<file path="src/rtl/dds_wave_gen.sv">
// Phase-accumulator DDS core producing square, triangle and sawtooth samples
// with double-buffered tuning words, midscale attenuation and a 3-stage pipeline.
module dds_wave_gen #(
  parameter int unsigned PHASE_W = 32,
  parameter int unsigned DATA_W  = 14
) (
  input  logic               clk,
  input  logic               rst_n,
  input  logic               en,
  input  logic [PHASE_W-1:0] fword_in,
  input  logic [PHASE_W-1:0] pword_in,
  input  logic               fword_load,
  input  logic [2:0]         amp_shift,
  output logic [DATA_W-1:0]  da_ina,
  output logic [DATA_W-1:0]  da_inb,
  output logic [DATA_W-1:0]  da_inc,
  output logic               valid,
  output logic               cycle_start,
  output logic               load_pending
);

  localparam int unsigned    PH_SHIFT = PHASE_W - DATA_W;
  localparam logic [DATA_W-1:0] MID   = {1'b1, {(DATA_W-1){1'b0}}};

  logic [PHASE_W-1:0] r_acc;
  logic [PHASE_W-1:0] r_fword_act;
  logic [PHASE_W-1:0] r_pword_act;
  logic [PHASE_W-1:0] r_fword_sh;
  logic [PHASE_W-1:0] r_pword_sh;
  logic               r_load_pending;

  logic [DATA_W-1:0]  r_ph;
  logic               r_v1;
  logic               r_w1;

  logic [DATA_W-1:0]  r_sq;
  logic [DATA_W-1:0]  r_tri;
  logic [DATA_W-1:0]  r_saw;
  logic               r_v2;
  logic               r_w2;

  logic [DATA_W-1:0]  r_da_ina;
  logic [DATA_W-1:0]  r_da_inb;
  logic [DATA_W-1:0]  r_da_inc;
  logic               r_valid;
  logic               r_cycle_start;

  logic [PHASE_W:0]   w_sum;
  logic               w_wrap;
  logic               w_apply;
  logic [DATA_W-1:0]  w_sq;
  logic [DATA_W-1:0]  w_tri_base;
  logic [DATA_W-1:0]  w_tri;

  // Offset-binary to signed, arithmetic shift toward midscale, back to offset binary.
  function automatic logic [DATA_W-1:0] f_scale(input logic [DATA_W-1:0] raw,
                                                input logic [2:0]        sh);
    logic signed [DATA_W-1:0] s_v;
    logic signed [DATA_W-1:0] t_v;
    s_v = $signed(raw ^ MID);
    t_v = s_v >>> sh;
    return $unsigned(t_v) ^ MID;
  endfunction

  // Next accumulator value with carry; active words only swap while idle or at a wrap.
  always_comb begin
    w_sum   = {1'b0, r_acc} + {1'b0, r_fword_act};
    w_wrap  = en & w_sum[PHASE_W];
    w_apply = ~en | w_wrap;
  end

  // Raw waveform generation from the registered phase index.
  always_comb begin
    w_sq       = r_ph[DATA_W-1] ? '0 : '1;
    w_tri_base = {r_ph[DATA_W-2:0], 1'b0};
    w_tri      = r_ph[DATA_W-1] ? ~w_tri_base : w_tri_base;
  end

  // Accumulator, shadow and active tuning words.
  always_ff @(posedge clk or negedge rst_n) begin
    if (!rst_n) begin
      r_acc          <= '0;
      r_fword_act    <= '0;
      r_pword_act    <= '0;
      r_fword_sh     <= '0;
      r_pword_sh     <= '0;
      r_load_pending <= 1'b0;
    end else begin
      if (fword_load) begin
        r_fword_sh <= fword_in;
        r_pword_sh <= pword_in;
      end
      if (w_apply && fword_load) begin
        r_fword_act    <= fword_in;
        r_pword_act    <= pword_in;
        r_load_pending <= 1'b0;
      end else if (w_apply && r_load_pending) begin
        r_fword_act    <= r_fword_sh;
        r_pword_act    <= r_pword_sh;
        r_load_pending <= 1'b0;
      end else if (fword_load) begin
        r_load_pending <= 1'b1;
      end
      if (en) begin
        r_acc <= w_sum[PHASE_W-1:0];
      end
    end
  end

  // Stage 1: phase index with offset, valid and wrap tags.
  always_ff @(posedge clk or negedge rst_n) begin
    if (!rst_n) begin
      r_ph <= '0;
      r_v1 <= 1'b0;
      r_w1 <= 1'b0;
    end else begin
      r_ph <= DATA_W'((r_acc + r_pword_act) >> PH_SHIFT);
      r_v1 <= en;
      r_w1 <= w_wrap;
    end
  end

  // Stage 2: raw square, triangle and sawtooth.
  always_ff @(posedge clk or negedge rst_n) begin
    if (!rst_n) begin
      r_sq  <= '0;
      r_tri <= '0;
      r_saw <= '0;
      r_v2  <= 1'b0;
      r_w2  <= 1'b0;
    end else begin
      r_sq  <= w_sq;
      r_tri <= w_tri;
      r_saw <= r_ph;
      r_v2  <= r_v1;
      r_w2  <= r_w1;
    end
  end

  // Stage 3: attenuation about midscale and output registers.
  always_ff @(posedge clk or negedge rst_n) begin
    if (!rst_n) begin
      r_da_ina      <= '0;
      r_da_inb      <= '0;
      r_da_inc      <= '0;
      r_valid       <= 1'b0;
      r_cycle_start <= 1'b0;
    end else begin
      r_da_ina      <= f_scale(r_sq, amp_shift);
      r_da_inb      <= f_scale(r_tri, amp_shift);
      r_da_inc      <= f_scale(r_saw, amp_shift);
      r_valid       <= r_v2;
      r_cycle_start <= r_w2;
    end
  end

  assign da_ina       = r_da_ina;
  assign da_inb       = r_da_inb;
  assign da_inc       = r_da_inc;
  assign valid        = r_valid;
  assign cycle_start  = r_cycle_start;
  assign load_pending = r_load_pending;

endmodule

</file>
<file path="config.mk">
export PLATFORM = sky130hd
export DESIGN_NAME = dds_wave_gen
export DESIGN_NICKNAME = d
export VERILOG_FILES = /design/src/rtl/dds_wave_gen.sv
export SDC_FILE = /design/constraint.sdc
export NUM_CORES = 1
export LEC_CHECK = 0
export ABC_AREA = 1
export ABC_CLOCK_PERIOD_IN_PS = 2600
export BUFFER_PORTS_ARGS = -buffer_cell sky130_fd_sc_hd__buf_2
export CAP_MARGIN = 20
export CORE_MARGIN = 5
export CORE_UTILIZATION = 55
export DETAILED_ROUTE_END_ITERATION = 10
export GPL_TIMING_DRIVEN = 0
export PLACE_DENSITY = 0.74
export RECOVER_POWER = 50
export SETUP_SLACK_MARGIN = 0.4
export SLEW_MARGIN = 30
export SYNTH_ARGS = -nofsm -noshare
export SYNTH_HDL_FRONTEND = slang
export SYNTH_SLANG_ARGS = --single-unit
</file>
<file path="constraint.sdc">
create_clock -name clk -period 2.6 [get_ports clk]
set_input_delay 0.39 -clock clk [delete_from_list [all_inputs] [get_ports clk]]
set_output_delay 0.39 -clock clk [all_outputs]
set_load 0.02 [all_outputs]
</file>
==> results.md <==
- The distinct cell type count of the synthesized netlist is 32.
- Clock skew on the completed layout was measured at 7.696 ps.
- The most prevalent standard cell on the critical path is nand2_2.
- The die covers 28280 µm².
- The routed wire length is 40170 µm.
- The global router's overall resource usage is 27.33%.
- The global routing met2 resource utilization is 48.45%.
- The critical path class is flop to flop.
- The flow ran to the end, and the final reports show no timing, DRC or antenna violations.
- Counting every sink on the clock net gives 246.
- The number of DRC markers in iteration 0 is 869.
- The switching power as a share of total power is 46.05%.
- Traced cell by cell, the critical path runs through ha_4 > fa_2 > nand2_2 > nand2_2 > nand3_2 > nand2_2 > nand2_2 > nand2_2 > nand2_2 > nand3_4 > nand2_4 > buf_6 > clkbuf_16 > clkbuf_16 > nor2_2 > nand2_1 > nand2_1.
- After floorplanning, the core was sized to cover 24460 µm².
- The analysis attributes to net switching a power of 11.54 mW.
- The number of antenna violations at the first check in global routing is 0.
- The biggest area contributor in the post-synthesis netlist is dfrtp_1.
- The actual slew at the worst max-slew pin is 1198 ps.
- The maximum number of pins on one net before global-route repair is 91.
- Global routing consumed, on the met3 layer, 3.728% of the routing resources.
- The total internal power is 13.52 mW.
- At the end of the flow, the number of nets in the layout was 2153.
- The post-synthesis instance area is 13760 µm².
- The starting density of the core is 56.25%.
- The critical path data arrival time is 2910 ps.
- The post-synthesis sequential area ratio is 44.74%.
- The min-delay analysis places its worst path in the category input port to flop.
- No sink is reached through more buffers than the 3 on the longest clock path.
- The max-slew violation total from the final report is 0.
- The CTS tree is yes.
- The first global-routing pass estimated 62550 µm of wire.
- The die span in x is 168.2 µm.
- The cell count after synthesis came out at 1838.
- The total non-filler cell area in the finished layout is 16990 µm².
- The mean cell area of the mapped netlist is 7.487 µm².
- The total cell area at the placement stage is 14800 µm².
- After synthesis, the largest area contributor takes up 44.74% of total cell area.
- The worst-path maximum fanout is 5.
- The cell count of the worst reg-to-reg path is 17.
- The total I/O pin count is 116.
- Setup repair after global routing could not meet its margin everywhere.
- Of the total power, registers draw 26.8%.
- In the final routed layout, each cell accounts on average for 17.01 µm.
- The clock period could shrink to 2486 ps.
- The warning count from the yosys run is 0.
- The count of buffers from port buffering is 114.
- Summing over every cut layer, the via total after detailed routing is 12654.
- The post-route antenna net violation count is 0.
- The vertical extent of the die is 168.2 µm.
- Counting instances, the worst hold path has a depth of 3.
- The number of register bits inferred by synthesis is 246.
- The worst endpoint required time is 3020 ps.
- In this run the number of H-tree levels came out at 1.
- The leftover overflow at the end of global routing is 0.
- By area the synthesized netlist is led by dfrtp_1, nand2_1, ha_1, a21oi_1, nor2_1.
- Setup violations remaining at the end of the flow were counted as 0.
- The clock latency on the worst-skew pair is 530 ps.
- For this run, the detailed router's first-pass iteration total came to 5.
- The cell sitting at the root of the clock tree is a clkbuf_16.
- The post-route netlist has 16.94% of its cells at a drive strength greater than 1.
- The number of placement rows is 57.
- For this run, design rule violations remaining after detail routing come to 0.
- The normalized max-slew margin is 20.16%.
- The clock-pin slew reported for the worst setup and hold paths after clock tree synthesis is 60 ps.
- The overall power consumption is 25.06 mW.
- Detailed placement ended at an HPWL of 29260 µm.
- The share of total power dissipated in combinational logic is 58.3%.
- Before CTS, the worst setup slack after placement is -290.2 ps.
- In the final timing run, aggregate negative setup slack is 0 ps.
- The clock network fraction of design power is 14.9%.
- The post-route fraction of the period consumed by the critical path is 95.63%.
- On the critical path, the stage with the largest delay is an instance of dfrtp_2.
- In this run the power density over the cells is 1475 nW/µm².
- The leakage power is 8.576 nW.
- STA classifies the critical path startpoint as a flop.
- The worst setup path is captured at a flop.
- The via count of the first global-routing pass is 12480.
- The number of violations of the max-capacitance limit is 0.
- The largest stage delay on the critical path is 440 ps.
- The antenna diode instance count is 0.
- In this run the most used layer during global routing was met2.
- The number of vias per cell is 5.360.
- The number of hold violations in the final report came to 0.
- The area added between synthesis and finish is 23.45%.
- The net count after synthesis is 1974.
- Global routing used 33.62% of the available met1 tracks.
- The total CTS buffers is 27.
- For this run, the top clock speed supported by timing is 402.2 MHz.
- The worst setup margin is 113.7 ps.
- The routability-driven placement congestion ratio is 0.9721.
- The worst supply voltage drop on vdd is 0.0007559 V.
==> registers in the layout (all words and copies together), names as in the netlist, 14 cells and up <==
register,cells
r_tri,14
r_ph,14
r_fword_act,32
r_acc,32
r_pword_sh,32
r_pword_act,32
da_inb,14
r_fword_sh,32
da_inc,14
==> through the flow <==
| step | util (%) | hold WS [ps] | cells |
|---|---|---|---|
| 5_1_grt | 69.44 | 128.1 | 2361 |
| 6_report | 69.44 | 125.8 | 2361 |
| 3_5_place_dp | 60.51 | 334.7 | 2278 |
| 4_1_cts | 66.82 | 87.55 | 2348 |
| 3_3_place_gp | 60.24 | 332.9 | 2276 |
| 2_1_floorplan | - | 94.41 | 1838 |
==> synthesized netlist by cell type (all sizes together) <==
cell / n
nand3: 74
ha: 64
buf: 27
mux2i: 12
a21boi: 3
dfrtp: 246
clkbuf: 35
o21bai: 9
xor2: 19
o21ai: 94
nor2: 233
inv: 176
nand4: 10
nor4: 3
clkinv: 1
a31oi: 1
or2: 3
nor3: 18
fa: 1
a21o: 8
nand3b: 7
a21oi: 139
nand2: 642
xnor2: 13
==> what timing repair did <==
item | in CTS | in global routing
setup buffers | 14 | 7
hold endpoints to repair | 86 | 0
setup endpoints to repair | 68 | 92
gates cloned | 6 | 6
resized for setup | 80 | 112
hold buffers | 1 | 0
pin swaps | 14 | 42
==> metal layers <==
layer / up-vias / wire (µm)
met5: - / 0
met4: 0 / 1507
met3: 84 / 2337
met2: 391 / 20400
met1: 5989 / 15920
li1: 6190 / -
==> kinds of logic (layout without fill, tap and decap cells) <==
| group | count (synthesis) | count (layout) | share of synthesized area, % |
|---|---|---|---|
| flip-flops | 246 | 246 | 44.74 |
| adder cells (fa/ha/maj) | 65 | 65 | 5.965 |
| multiplexers | 12 | 12 | 0.8729 |
| AO/OA/AOI/OAI | 254 | 254 | 9.665 |
| AND/OR/NAND/NOR | 990 | 991 | 29.52 |
| buffers and inverters | 239 | 437 | 7.201 |
| XOR/XNOR | 32 | 32 | 2.037 |
==> path summary, 6_finish.rpt <==
check / from / to / slack, ps
worst min register to register: r_v1 / r_v2 / 350
min in group asynchronous: rst_n / r_pword_sh[8] / 670
max in group asynchronous: rst_n / r_fword_act[0] / 480
worst max register to register: r_fword_act[0] / r_pword_act[16] / 110
worst min-delay path: pword_in[4] / r_pword_sh[4] / 130
worst max-delay path: r_fword_act[0] / r_pword_act[16] / 110
==> power groups by stage <==
stage,clock [mW],combinational (mW),sequential (mW)
final,3.73,14.6,6.72
after global routing,3.97,16.2,6.85
after CTS,3.78,13.1,6.49
after detailed placement,0,11.8,6.47
after global placement,0,11.6,6.43
after floorplan,0,8.64,6.29
==> worst max-delay path, delay by kind of cell (launching register included) <==
family        cells  cell delay, ps
simple gates     12             950
buf+inv           3             450
fa+ha+maj         2             520
flops             1             440
==> layout by cell type (no fill, tap or decap), drive strengths merged, types with 3 or more instances in the layout <==
| master | count |
|---|---|
| nor2 | 233 |
| nand3b | 7 |
| nor4 | 3 |
| a21boi | 3 |
| nand4 | 10 |
| clkinv | 6 |
| o21bai | 9 |
| or2 | 3 |
| inv | 176 |
| clkbuf | 125 |
| clkinvlp | 3 |
| nor3 | 18 |
| nand2 | 643 |
| dfrtp | 246 |
| a21o | 8 |
| xnor2 | 13 |
| mux2i | 12 |
| o21ai | 94 |
| nand3 | 74 |
| a21oi | 139 |
| ha | 64 |
| buf | 125 |
| xor2 | 19 |
==> cell type report <==
type                            instances  area (µm²)
Buffer                                 62       490.5
Clock inverter                          9       77.57
Fill cell                            2050        7475
Sequential cell                       246        6172
Tap cell                              324       405.4
Multi-Input combinational cell       1354        7315
Clock buffer                           40       794.5
Timing Repair Buffer                  149        1069
Inverter                              177       664.4
No activity file was read; power rests on OpenSTA's default activity.
